--- config.mk ---
export PLATFORM = sky130hd
export DESIGN_NAME = wb_arbiter_flat
export DESIGN_NICKNAME = d
export VERILOG_FILES = /design/src/rtl/wb_arbiter_pkg.sv /design/src/rtl/wb_arbiter_if.sv /design/src/rtl/wb_arbiter_rr_arb2.sv /design/src/rtl/wb_arbiter.sv /design/src/flat_wrapper.sv
export SDC_FILE = /design/constraint.sdc
export NUM_CORES = 1
export LEC_CHECK = 0
export ABC_AREA = 1
export CORE_MARGIN = 8
export CORE_UTILIZATION = 42
export CTS_BUF_LIST = sky130_fd_sc_hd__clkbuf_8
export CTS_CLUSTER_DIAMETER = 60
export CTS_CLUSTER_SIZE = 25
export DETAILED_ROUTE_END_ITERATION = 12
export PLACE_DENSITY = 0.87
export SLEW_MARGIN = 0
export SYNTH_ARGS = -nofsm -noshare
export SYNTH_HDL_FRONTEND = slang
export SYNTH_SLANG_ARGS = --single-unit
--- constraint.sdc ---
create_clock -name clk -period 5.3 [get_ports clk]
set_input_delay 1.59 -clock clk [delete_from_list [all_inputs] [get_ports clk]]
set_output_delay 1.59 -clock clk [all_outputs]
set_load 0.1 [all_outputs]
--- src/rtl/wb_arbiter_pkg.sv ---
`default_nettype none
// ============================================================================
// Module   : wb_pkg
// Brief    : Shared opcodes, access sizes, defaults and arbiter state type
//            for the writeback arbiter.
// Revision : 1.0 - initial release
// ============================================================================
package wb_pkg;

    localparam int DEF_M_WIDTH        = 32;
    localparam int DEF_REG_CNT        = 16;
    localparam int DEF_REG_ADDR_WIDTH = 4;
    localparam int DEF_OP_WIDTH       = 7;

    localparam logic [6:0] OP_LUI         = 7'b0110111;
    localparam logic [6:0] OP_AIUPC       = 7'b0010111;
    localparam logic [6:0] OP_JAL         = 7'b1101111;
    localparam logic [6:0] OP_JALR        = 7'b1100111;
    localparam logic [6:0] OP_LOAD        = 7'b0000011;
    localparam logic [6:0] OP_BRANCH      = 7'b1100011;
    localparam logic [6:0] OP_INTEGER_IMM = 7'b0010011;
    localparam logic [6:0] OP_INTEGER     = 7'b0110011;

    localparam logic [2:0] MEM_ACC_8  = 3'd0;
    localparam logic [2:0] MEM_ACC_16 = 3'd1;
    localparam logic [2:0] MEM_ACC_32 = 3'd2;

    typedef enum logic [0:0] {
        LAST_ALU = 1'b0,
        LAST_LSU = 1'b1
    } arb_state_t;

endpackage : wb_pkg
`default_nettype wire

--- src/rtl/wb_arbiter_if.sv ---
`default_nettype none
// ============================================================================
// Module   : wb_arbiter_if
// Brief    : Request, issue, scoreboard and writeback signals of the
//            writeback arbiter; slave = arbiter, master = surrounding pipeline.
// Revision : 1.0 - initial release
// ============================================================================
interface wb_arbiter_if
    import wb_pkg::*;
#(
    parameter int M_WIDTH        = DEF_M_WIDTH,
    parameter int REG_CNT        = DEF_REG_CNT,
    parameter int REG_ADDR_WIDTH = DEF_REG_ADDR_WIDTH,
    parameter int OP_WIDTH       = DEF_OP_WIDTH
) ();

    logic                      alu_valid;
    logic                      alu_ready;
    logic [OP_WIDTH-1:0]       alu_op;
    logic [2:0]                alu_funct3;
    logic [REG_ADDR_WIDTH-1:0] alu_rd;
    logic [M_WIDTH-1:0]        alu_val;

    logic                      lsu_valid;
    logic                      lsu_ready;
    logic [OP_WIDTH-1:0]       lsu_op;
    logic [2:0]                lsu_funct3;
    logic [REG_ADDR_WIDTH-1:0] lsu_rd;
    logic [M_WIDTH-1:0]        lsu_val;

    logic                      issue_valid;
    logic [REG_ADDR_WIDTH-1:0] issue_rd;
    logic [REG_CNT-1:0]        busy;
    logic                      protocol_err;

    logic                      wb_en;
    logic [OP_WIDTH-1:0]       wb_op;
    logic [2:0]                wb_funct3;
    logic [REG_ADDR_WIDTH-1:0] wb_reg_addr;
    logic [M_WIDTH-1:0]        wb_val;

    modport slave (
        input  alu_valid, alu_op, alu_funct3, alu_rd, alu_val,
        output alu_ready,
        input  lsu_valid, lsu_op, lsu_funct3, lsu_rd, lsu_val,
        output lsu_ready,
        input  issue_valid, issue_rd,
        output busy, protocol_err,
        output wb_en, wb_op, wb_funct3, wb_reg_addr, wb_val
    );

    modport master (
        output alu_valid, alu_op, alu_funct3, alu_rd, alu_val,
        input  alu_ready,
        output lsu_valid, lsu_op, lsu_funct3, lsu_rd, lsu_val,
        input  lsu_ready,
        output issue_valid, issue_rd,
        input  busy, protocol_err,
        input  wb_en, wb_op, wb_funct3, wb_reg_addr, wb_val
    );

endinterface : wb_arbiter_if
`default_nettype wire

--- src/rtl/wb_arbiter_rr_arb2.sv ---
`default_nettype none
// ============================================================================
// Module   : rr_arb2
// Brief    : Two-requester round-robin arbiter; req[0]=ALU, req[1]=LSU.
// Revision : 1.0 - initial release
// ============================================================================
module rr_arb2
    import wb_pkg::*;
(
    input  wire logic       clk,
    input  wire logic       rst,
    input  wire logic [1:0] req,
    output logic      [1:0] grant
);

    arb_state_t r_state;
    arb_state_t w_next_state;

    always_ff @(posedge clk or posedge rst) begin
        if (rst) begin
            r_state <= LAST_LSU;
        end else begin
            r_state <= w_next_state;
        end
    end

    always_comb begin
        grant        = 2'b00;
        w_next_state = r_state;
        unique case (req)
            2'b01:   grant = 2'b01;
            2'b10:   grant = 2'b10;
            // Conflict: whoever was not served last goes first.
            2'b11:   grant = (r_state == LAST_LSU) ? 2'b01 : 2'b10;
            default: grant = 2'b00;
        endcase
        if (grant[0]) begin
            w_next_state = LAST_ALU;
        end else if (grant[1]) begin
            w_next_state = LAST_LSU;
        end
    end

endmodule : rr_arb2
`default_nettype wire

--- src/rtl/wb_arbiter.sv ---
`default_nettype none
// ============================================================================
// Module   : wb_arbiter
// Brief    : Arbitrates ALU/LSU results onto the writeback port and keeps a
//            per-register busy scoreboard. WB_ARB_STATS_EN adds counters.
// Revision : 1.0 - initial release
// ============================================================================
module wb_arbiter
    import wb_pkg::*;
#(
    parameter int M_WIDTH        = DEF_M_WIDTH,
    parameter int REG_CNT        = DEF_REG_CNT,
    parameter int REG_ADDR_WIDTH = DEF_REG_ADDR_WIDTH,
    parameter int OP_WIDTH       = DEF_OP_WIDTH
) (
    input  wire logic    clk,
    input  wire logic    rst,
    wb_arbiter_if.slave  bus
`ifdef WB_ARB_STATS_EN
    ,
    output logic [15:0]  conflict_cnt,
    output logic [31:0]  wb_cnt
`endif
);

    logic [1:0]                w_grant;
    logic                      r_wb_en;
    logic [OP_WIDTH-1:0]       r_wb_op;
    logic [2:0]                r_wb_funct3;
    logic [REG_ADDR_WIDTH-1:0] r_wb_reg_addr;
    logic [M_WIDTH-1:0]        r_wb_val;
    logic [REG_CNT-1:0]        r_busy;
    logic                      r_protocol_err;
    logic [REG_CNT-1:0]        w_set_mask;
    logic [REG_CNT-1:0]        w_clr_mask;

    rr_arb2 u_rr_arb2 (
        .clk   (clk),
        .rst   (rst),
        .req   ({bus.lsu_valid, bus.alu_valid}),
        .grant (w_grant)
    );

    assign bus.alu_ready = w_grant[0];
    assign bus.lsu_ready = w_grant[1];

    always_ff @(posedge clk or posedge rst) begin
        if (rst) begin
            r_wb_en       <= 1'b0;
            r_wb_op       <= '0;
            r_wb_funct3   <= '0;
            r_wb_reg_addr <= '0;
            r_wb_val      <= '0;
        end else begin
            r_wb_en <= |w_grant;
            if (w_grant[0]) begin
                r_wb_op       <= bus.alu_op;
                r_wb_funct3   <= bus.alu_funct3;
                r_wb_reg_addr <= bus.alu_rd;
                r_wb_val      <= bus.alu_val;
            end else if (w_grant[1]) begin
                r_wb_op       <= bus.lsu_op;
                r_wb_funct3   <= bus.lsu_funct3;
                r_wb_reg_addr <= bus.lsu_rd;
                r_wb_val      <= bus.lsu_val;
            end
        end
    end

    // Bit 0 is never set and indices beyond REG_CNT match no mask bit.
    always_comb begin
        w_set_mask = '0;
        w_clr_mask = '0;
        for (int i = 1; i < REG_CNT; i++) begin
            w_set_mask[i] = bus.issue_valid && (bus.issue_rd == REG_ADDR_WIDTH'(i));
            w_clr_mask[i] = r_wb_en && (r_wb_reg_addr == REG_ADDR_WIDTH'(i));
        end
    end

    always_ff @(posedge clk or posedge rst) begin
        if (rst) begin
            r_busy         <= '0;
            r_protocol_err <= 1'b0;
        end else begin
            r_busy <= (r_busy & ~w_clr_mask) | w_set_mask;
            if (|(w_set_mask & r_busy & ~w_clr_mask)) begin
                r_protocol_err <= 1'b1;
            end
        end
    end

    assign bus.busy         = r_busy;
    assign bus.protocol_err = r_protocol_err;
    assign bus.wb_en        = r_wb_en;
    assign bus.wb_op        = r_wb_op;
    assign bus.wb_funct3    = r_wb_funct3;
    assign bus.wb_reg_addr  = r_wb_reg_addr;
    assign bus.wb_val       = r_wb_val;

`ifdef WB_ARB_STATS_EN
    always_ff @(posedge clk or posedge rst) begin
        if (rst) begin
            conflict_cnt <= '0;
            wb_cnt       <= '0;
        end else begin
            if (bus.alu_valid && bus.lsu_valid && (conflict_cnt != 16'hFFFF)) begin
                conflict_cnt <= conflict_cnt + 16'd1;
            end
            if (r_wb_en) begin
                wb_cnt <= wb_cnt + 32'd1;
            end
        end
    end
`endif

endmodule : wb_arbiter
`default_nettype wire

--- src/flat_wrapper.sv ---
// flat-port wrapper written by rule: the top's interface ports become plain ports
module wb_arbiter_flat import wb_pkg::*;
#(
    parameter int M_WIDTH        = DEF_M_WIDTH,
    parameter int REG_CNT        = DEF_REG_CNT,
    parameter int REG_ADDR_WIDTH = DEF_REG_ADDR_WIDTH,
    parameter int OP_WIDTH       = DEF_OP_WIDTH
)
  (clk, rst, bus_alu_valid, bus_alu_op, bus_alu_funct3, bus_alu_rd, bus_alu_val, bus_alu_ready, bus_lsu_valid, bus_lsu_op, bus_lsu_funct3, bus_lsu_rd, bus_lsu_val, bus_lsu_ready, bus_issue_valid, bus_issue_rd, bus_busy, bus_protocol_err, bus_wb_en, bus_wb_op, bus_wb_funct3, bus_wb_reg_addr, bus_wb_val);
  wb_arbiter_if #(.M_WIDTH(M_WIDTH), .REG_CNT(REG_CNT), .REG_ADDR_WIDTH(REG_ADDR_WIDTH), .OP_WIDTH(OP_WIDTH)) bus_i ();
  input  wire logic clk;
  input  wire logic rst;
  input wire logic [$bits(bus_i.alu_valid)-1:0] bus_alu_valid;
  input wire logic [$bits(bus_i.alu_op)-1:0] bus_alu_op;
  input wire logic [$bits(bus_i.alu_funct3)-1:0] bus_alu_funct3;
  input wire logic [$bits(bus_i.alu_rd)-1:0] bus_alu_rd;
  input wire logic [$bits(bus_i.alu_val)-1:0] bus_alu_val;
  output wire logic [$bits(bus_i.alu_ready)-1:0] bus_alu_ready;
  input wire logic [$bits(bus_i.lsu_valid)-1:0] bus_lsu_valid;
  input wire logic [$bits(bus_i.lsu_op)-1:0] bus_lsu_op;
  input wire logic [$bits(bus_i.lsu_funct3)-1:0] bus_lsu_funct3;
  input wire logic [$bits(bus_i.lsu_rd)-1:0] bus_lsu_rd;
  input wire logic [$bits(bus_i.lsu_val)-1:0] bus_lsu_val;
  output wire logic [$bits(bus_i.lsu_ready)-1:0] bus_lsu_ready;
  input wire logic [$bits(bus_i.issue_valid)-1:0] bus_issue_valid;
  input wire logic [$bits(bus_i.issue_rd)-1:0] bus_issue_rd;
  output wire logic [$bits(bus_i.busy)-1:0] bus_busy;
  output wire logic [$bits(bus_i.protocol_err)-1:0] bus_protocol_err;
  output wire logic [$bits(bus_i.wb_en)-1:0] bus_wb_en;
  output wire logic [$bits(bus_i.wb_op)-1:0] bus_wb_op;
  output wire logic [$bits(bus_i.wb_funct3)-1:0] bus_wb_funct3;
  output wire logic [$bits(bus_i.wb_reg_addr)-1:0] bus_wb_reg_addr;
  output wire logic [$bits(bus_i.wb_val)-1:0] bus_wb_val;
  assign bus_i.alu_valid = bus_alu_valid;
  assign bus_i.alu_op = bus_alu_op;
  assign bus_i.alu_funct3 = bus_alu_funct3;
  assign bus_i.alu_rd = bus_alu_rd;
  assign bus_i.alu_val = bus_alu_val;
  assign bus_alu_ready = bus_i.alu_ready;
  assign bus_i.lsu_valid = bus_lsu_valid;
  assign bus_i.lsu_op = bus_lsu_op;
  assign bus_i.lsu_funct3 = bus_lsu_funct3;
  assign bus_i.lsu_rd = bus_lsu_rd;
  assign bus_i.lsu_val = bus_lsu_val;
  assign bus_lsu_ready = bus_i.lsu_ready;
  assign bus_i.issue_valid = bus_issue_valid;
  assign bus_i.issue_rd = bus_issue_rd;
  assign bus_busy = bus_i.busy;
  assign bus_protocol_err = bus_i.protocol_err;
  assign bus_wb_en = bus_i.wb_en;
  assign bus_wb_op = bus_i.wb_op;
  assign bus_wb_funct3 = bus_i.wb_funct3;
  assign bus_wb_reg_addr = bus_i.wb_reg_addr;
  assign bus_wb_val = bus_i.wb_val;
  wb_arbiter #(.M_WIDTH(M_WIDTH), .REG_CNT(REG_CNT), .REG_ADDR_WIDTH(REG_ADDR_WIDTH), .OP_WIDTH(OP_WIDTH)) u_core (.clk(clk), .rst(rst), .bus(bus_i));
endmodule
==> results.yml <==
power_and_ir_drop:
  pwr_density_cell_mw_per_mm2: 507
  ir_worst_vdd_uv: 202
  leakagePower_nw: 2.15
yosys:
  synthCells: 411
  yosysMostFrequentCell: "nor2_1"
  synth_warnings: 0
  syn_nets: 512
  synthFlopType: "dfrtp_1"
  yosysTopAreaCell: "dfrtp_1"
  netlist.area_leader.share: 0.504
  synth_cell_types: 20
  syn_area_mm2: 0.00313
  synthTopCellsByArea: "dfrtp_1 (50%), nor2_1 (11%), nand2_1 (10%)"
  synth_edf_count: 0
  syn_area_per_cell_um2: 7.62
  synthTopCellsByCount: "nor2_1 (92), nand2_1 (84), dfrtp_1 (63), a21oi_1 (46), o21ai_1 (38)"
  synth_async_sr_flop_share: 1.00
  seq_area_frac_synth: 0.512
  ys_seq_elements: 64
timing:
  fmax_ghz: 0.223
  slew_headroom: 0.300
  finalHoldViolCount: 0
  finalMaxSlewViolations: 0
  fin_setup_tns_ns: 0
  rsz0062_at_grt: "false"
  setup_viol: 0
  finClkSkew_ns: 0.0125
  timing.final.crit_share: 0.846
  fin_crit_ns: 4.49
  tightestPinTransition_ns: 1.05
placement:
  dpl.cell_count: 659
  port_buffers: 165
  gp_congestion: 0.906
  hpwl_um: 8510
grt:
  antenna_found_initial: 0
  grt_pass1_vias: 3594
  grt_overflow: 0
  gr-usage-all-layers: 0.219
  grt_pass1_wl_um: 17800
  grt_max_degree: 48
routing:
  totalWireLength_um: 11200
  drtIter0Drc: 147
  wl_per_cell_um: 16.7
  vias: 3439
  dr.pass1.iters: 5
  drc_errors: 0
  drtAntennaViolNets: 0
  viasPerCell: 5.09
clock_tree:
  cts_hold_buf: 0
  post_cts_buffers: 0
  root_buffer: "clkbuf_8"
  cts_tree: "built"
  cts_made_buffers: 9
  cts_buffer_depth: 2
  h-tree-depth: 3
  cts_resized: 0
  clock_latency_ns: 0.34
  cts_sinks: 64
  clkSlewWorstSetupHoldPaths_ns: 0.06
critical_path:
  cp_common_cell: "nand2_1"
  cp_slowest_stage_delay_ns: 0.41
  path_delay_family: "buffers and inverters"
  rr_worst_depth: 8
  crit_path_top_delay_cell: "clkdlybuf4s50_1"
  cp_num_buf_inv: 3
  path_cells: "clkdlybuf4s50_1 > nand2_1 > nand2_1 > inv_2 > buf_12"
  crit_cells: 5
  criticalPathCategory: "input port to primary output"
  cp_data_arrival_time_ns: 2.90
  critPathLaunchType: "input port"
  required_ns: 3.71
  end_kind: "primary output"
  cp_max_fo: 17
floorplan:
  die_height_um: 102
  dieWidth_um: 102
  rows: 31
  pin_count: 167
  core_area_mm2: 0.00725
  die_area_mm2: 0.0105
  start_util: 0.432
layout:
  syn2layout_area_growth_pct: 61.5
  nets: 672
  drive_gt1_frac: 0.0521
  n_fill_cell: 584
  antenna_cells: 0
  final_cells: 675
worst_hold_path:
  worstHoldPathCells: 2
  worst_hold_path_type: "register to register"
outcome:
  status: "complete, no violations"
flow_run:
  cap_violations: 0
[flip-flops by register name (all words and copies together) (netlist names)]
| signal | flops |
|---|---|
| u_core.bus.wb_reg_addr | 4 |
| u_core.bus.wb_val | 32 |
| u_core.bus.wb_en | 1 |
| u_core.bus.protocol_err | 1 |
| u_core.bus.wb_funct3 | 3 |
| u_core.bus.busy | 15 |
| u_core.bus.wb_op | 7 |
| u_core.u_rr_arb2.r_state | 1 |
[layout make-up]
| class | count | area (µm²) | area share |
|---|---|---|---|
| multi-input cells | 311 | 1370 | 0.271 |
| flip-flops and latches | 64 | 1600 | 0.317 |
| well taps | 99 | 124 | 0.0245 |
| repair buffers | 168 | 1690 | 0.335 |
| clock buffers | 11 | 151 | 0.0299 |
| clock inverters | 5 | 47.5 | 0.00940 |
| inverters | 17 | 63.8 | 0.0126 |
[kinds of logic after synthesis]
family / share of synthesized area
other: 0.00120
DFF: 0.512
and+or+nand+nor: 0.259
buffers and inverters: 0.0520
AOI/OAI and AO/OA: 0.175
[worst min-delay path: cells and delay by family (launching register included)]
family        cells  cell delay [ns]
simple gates      2             0.11
flops             1             0.37
[routing by layer]
layer / part of all wire / vias to the layer above / GRT usage / wire [µm]
met5: 0 / - / 0 / 0
met4: 0.020 / 0 / 0.0914 / 228
met3: 0.12 / 18 / 0.0913 / 1340
met2: 0.48 / 169 / 0.365 / 5440
met1: 0.38 / 1591 / 0.242 / 4230
li1: - / 1661 / - / -
[report_power, final]
part,internal [mW],switching (mW),leakage [nW]
clock,0.238,0.183,0.112
combinational,0.331,1.12,1.31
sequential,0.606,0.0887,0.727
[cells in the final DEF, fill, tap and decap left out]
| cell type | count |
|---|---|
| clkdlybuf4s50_1 | 163 |
| nor2_1 | 92 |
| nand2_1 | 84 |
| dfrtp_1 | 63 |
| a21oi_1 | 46 |
| o21ai_1 | 38 |
| nand3_1 | 20 |
| o21ai_0 | 19 |
| inv_1 | 15 |
| clkbuf_8 | 11 |
| inv_2 | 4 |
| o22ai_1 | 4 |
| buf_4 | 3 |
| nand2_2 | 2 |
| nor2_4 | 2 |
| clkinv_2 | 2 |
| buf_12 | 2 |
| o21ai_4 | 1 |
| nand3_2 | 1 |
| nand4_1 | 1 |
| conb_1 | 1 |
| bufinv_16 | 1 |
| dfstp_2 | 1 |
[stage by stage]
| step | worst slack, ns | hold slack [ns] | total power, mW | util | instance area (µm²) |
|---|---|---|---|---|---|
| 2_1_floorplan | 1.34 | 0.446 | 1.74 | - | 3130 |
| 3_3_place_gp | 0.791 | 0.456 | 2.13 | 0.670 | 4860 |
| 3_5_place_dp | 0.609 | 0.463 | 2.16 | 0.670 | 4860 |
| 4_1_cts | 0.832 | 0.484 | 2.58 | 0.697 | 5060 |
| 5_1_grt | 0.745 | 0.510 | 2.67 | 0.697 | 5060 |
| 6_report | 0.815 | 0.479 | 2.57 | 0.697 | 5060 |
[path summary, 6_finish.rpt]
check / from / endpoint / slack [ns]
min reg2reg: u_core.u_rr_arb2.r_state$_DFFE_PP1P_ / u_core.u_rr_arb2.r_state$_DFFE_PP1P_ / 0.48
max: bus_alu_valid / bus_lsu_ready / 0.81
min: u_core.u_rr_arb2.r_state$_DFFE_PP1P_ / u_core.u_rr_arb2.r_state$_DFFE_PP1P_ / 0.48
max reg2reg: u_core.u_rr_arb2.r_state$_DFFE_PP1P_ / u_core.bus.wb_op[3]$_DFFE_PP0P_ / 2.57
min in group asynchronous: rst / u_core.bus.busy[13]$_DFF_PP0_ / 1.72
max in group asynchronous: rst / u_core.bus.wb_val[18]$_DFFE_PP0P_ / 2.72
Power figures use the tool's default switching activity.
==> edit, RTL diff (same flow settings) <==
`DEF_M_WIDTH`: 32 -> 24.
--- a/src/rtl/wb_arbiter_pkg.sv
+++ b/src/rtl/wb_arbiter_pkg.sv
@@ -7,7 +7,7 @@
 // ============================================================================
 package wb_pkg;
 
-    localparam int DEF_M_WIDTH        = 32;
+    localparam int DEF_M_WIDTH        = 24;
     localparam int DEF_REG_CNT        = 16;
     localparam int DEF_REG_ADDR_WIDTH = 4;
     localparam int DEF_OP_WIDTH       = 7;
Interface: changed (resized bus_alu_val, bus_lsu_val and bus_wb_val); port bits go from 167 to 143. No check against the original RTL was run, so the function may have changed too.
==> edit against the original RTL <==
Synthesized cell count fell by 9.2%. Total power fell by 12%. Area after synthesis fell by 9.7%. Final area fell by 13%. Cell count fell by 13%. Global-route usage fell by 2.2 points. Wire length fell by 15%. Sequential cell count fell by 8. Setup slack improved by 0.12 ns. First-iteration DRC count fell by 14%. Count of clock-buffer cells in the layout fell by 4. Critical path type unchanged. Largest power group unchanged. Highest routed layer unchanged.
==> edit: results (changes against the original RTL) <==
The overall fraction of global-route tracks in use is 0.198 (-0.0218). The maximum clock skew at final layout is 0.0149 ns (+0.00240 ns). The pin count of the biggest net entering global routing is 57 (+19%).

The first-iteration detailed-routing DRC count came to 126 (-14%). The flip-flop count of the largest register, all copies and words added is 24 (-25%). The slew at the pin with the worst max-slew slack is 1.02 ns (-0.0303 ns).

The layout cell share with drive strength beyond 1 is 0.0688 (+0.0167). The run finished with clean final reports. The number of detailed-route iterations in the first pass is 4 (-1). The share of flip-flops with an asynchronous set or reset came out at 1.00 (unchanged). The sequential share of the synthesized area came out at 0.496 (-0.0160).

The number of distinct library cells after synthesis was 23 (+15%). The detailed-route wire length came out at 9580 um (-15%). The wire length of the first global-routing pass is 15,500 um (-13%).

The reported leakage power came out at 1.86 nW (-13%). The endpoint identified for the worst register-to-register timing path is u_core.bus.wb_val[0]. The count of input and output buffers came out at 141 (-15%). Counting instances in the post-synthesis netlist gives the leading cell types as 80 x sky130_fd_sc_hd__nor2_1, 77 x sky130_fd_sc_hd__nand2_1, 55 x sky130_fd_sc_hd__dfrtp_1.

The half-perimeter wire length after placement came out at 7390 um (-13%). The number of nets in the final layout is 593 (-12%). The tree is rooted in a sky130_fd_sc_hd__clkbuf_8. The largest individual stage delay along the critical path comes from the cell sky130_fd_sc_hd__clkdlybuf4s50_1. The detailed-route vias per instance came out at 5.17 (+1.4%).

The number of nets produced by synthesis came out at 458 (-11%). The number of CTS-inserted buffers came to 5 (-4). The peak supply drop came to 0.225 mV (+11%). The via count of the first global-routing pass was 3,207 (-11%). Following the worst setup path forward leads to its endpoint at bus_lsu_ready.

The setup slack on the worst flop-to-flop path came out at 2.91 ns (+0.34 ns). In the post-synthesis netlist, the biggest area contributors are sky130_fd_sc_hd__dfrtp_1 49%, sky130_fd_sc_hd__nor2_1 11%, sky130_fd_sc_hd__nand2_1 10%, sky130_fd_sc_hd__o21ai_1 8.0%, sky130_fd_sc_hd__a21oi_1 6.7%. The H-tree depth reported by CTS came to 2 (-1). The worst-skew pair later-pin latency is 0.31 ns (-0.03 ns).

The maximum fanout along the worst path came out at 17 (unchanged). The count of fill cells added during filler insertion is 534 (-8.6%). The arrival time of data at the critical path endpoint came out at 2.78 ns (-0.12 ns).

The timing-limited maximum frequency came out at 0.229 GHz (+2.6%). The setup slack after placement is 0.952 ns (+0.343 ns). The routability congestion estimate from global placement came out at 0.928 (+2.5%). The clock slew at the register clock pins of the worst setup and hold paths is 0.10 ns (+0.04 ns).
[edit: cell families after synthesis]
kind of cell    share of synthesized area
simple gates                        0.275
compound gates                      0.168
other cells                       0.00133
buf+inv                            0.0597
flops                               0.496
[edit: routing by layer]
metal	track usage	share of wire	vias up
li1	-	-	1488
met1	0.214	0.38	1415
met2	0.330	0.49	127
met3	0.102	0.12	13
met4	0.0528	0.016	0
met5	0	0	-
[edit: layout make-up]
| type | instances | area (sq um) | share of cell area |
|---|---|---|---|
| tap | 80 | 100 | 0.0227 |
| multi-input combinational | 282 | 1260 | 0.285 |
| clock inverter | 1 | 30.0 | 0.00681 |
| inverter | 19 | 71.3 | 0.0162 |
| sequential | 56 | 1400 | 0.318 |
| clock buffer | 7 | 96.3 | 0.0218 |
| timing repair buffer | 144 | 1450 | 0.330 |
[edit: through the flow]
step	cells	power [mW]	cell area (sq um)	hold WS (ns)	utilization
CTS	589	2.26	4410	0.478	0.664
finish	589	2.25	4410	0.475	0.664
global placement	581	1.93	4280	0.455	0.645
detailed placement	581	1.95	4280	0.466	0.645
global route	589	2.34	4410	0.495	0.664
floorplan	373	1.59	2830	0.446	-
[edit: power breakdown]
group          total, mW  switching, mW  leakage, nW  internal (mW)
clock network      0.307          0.140       0.0645          0.167
registers          0.618         0.0836        0.637          0.534
logic               1.32           1.02         1.16          0.302
total               2.25           1.25         1.86           1.00
[edit: worst min-delay path, cell delays in order, from the launching register on]
cell and delay, ns:
sky130_fd_sc_hd__dfstp_2 0.38, sky130_fd_sc_hd__nand2_1 0.06, sky130_fd_sc_hd__nand2_1 0.05
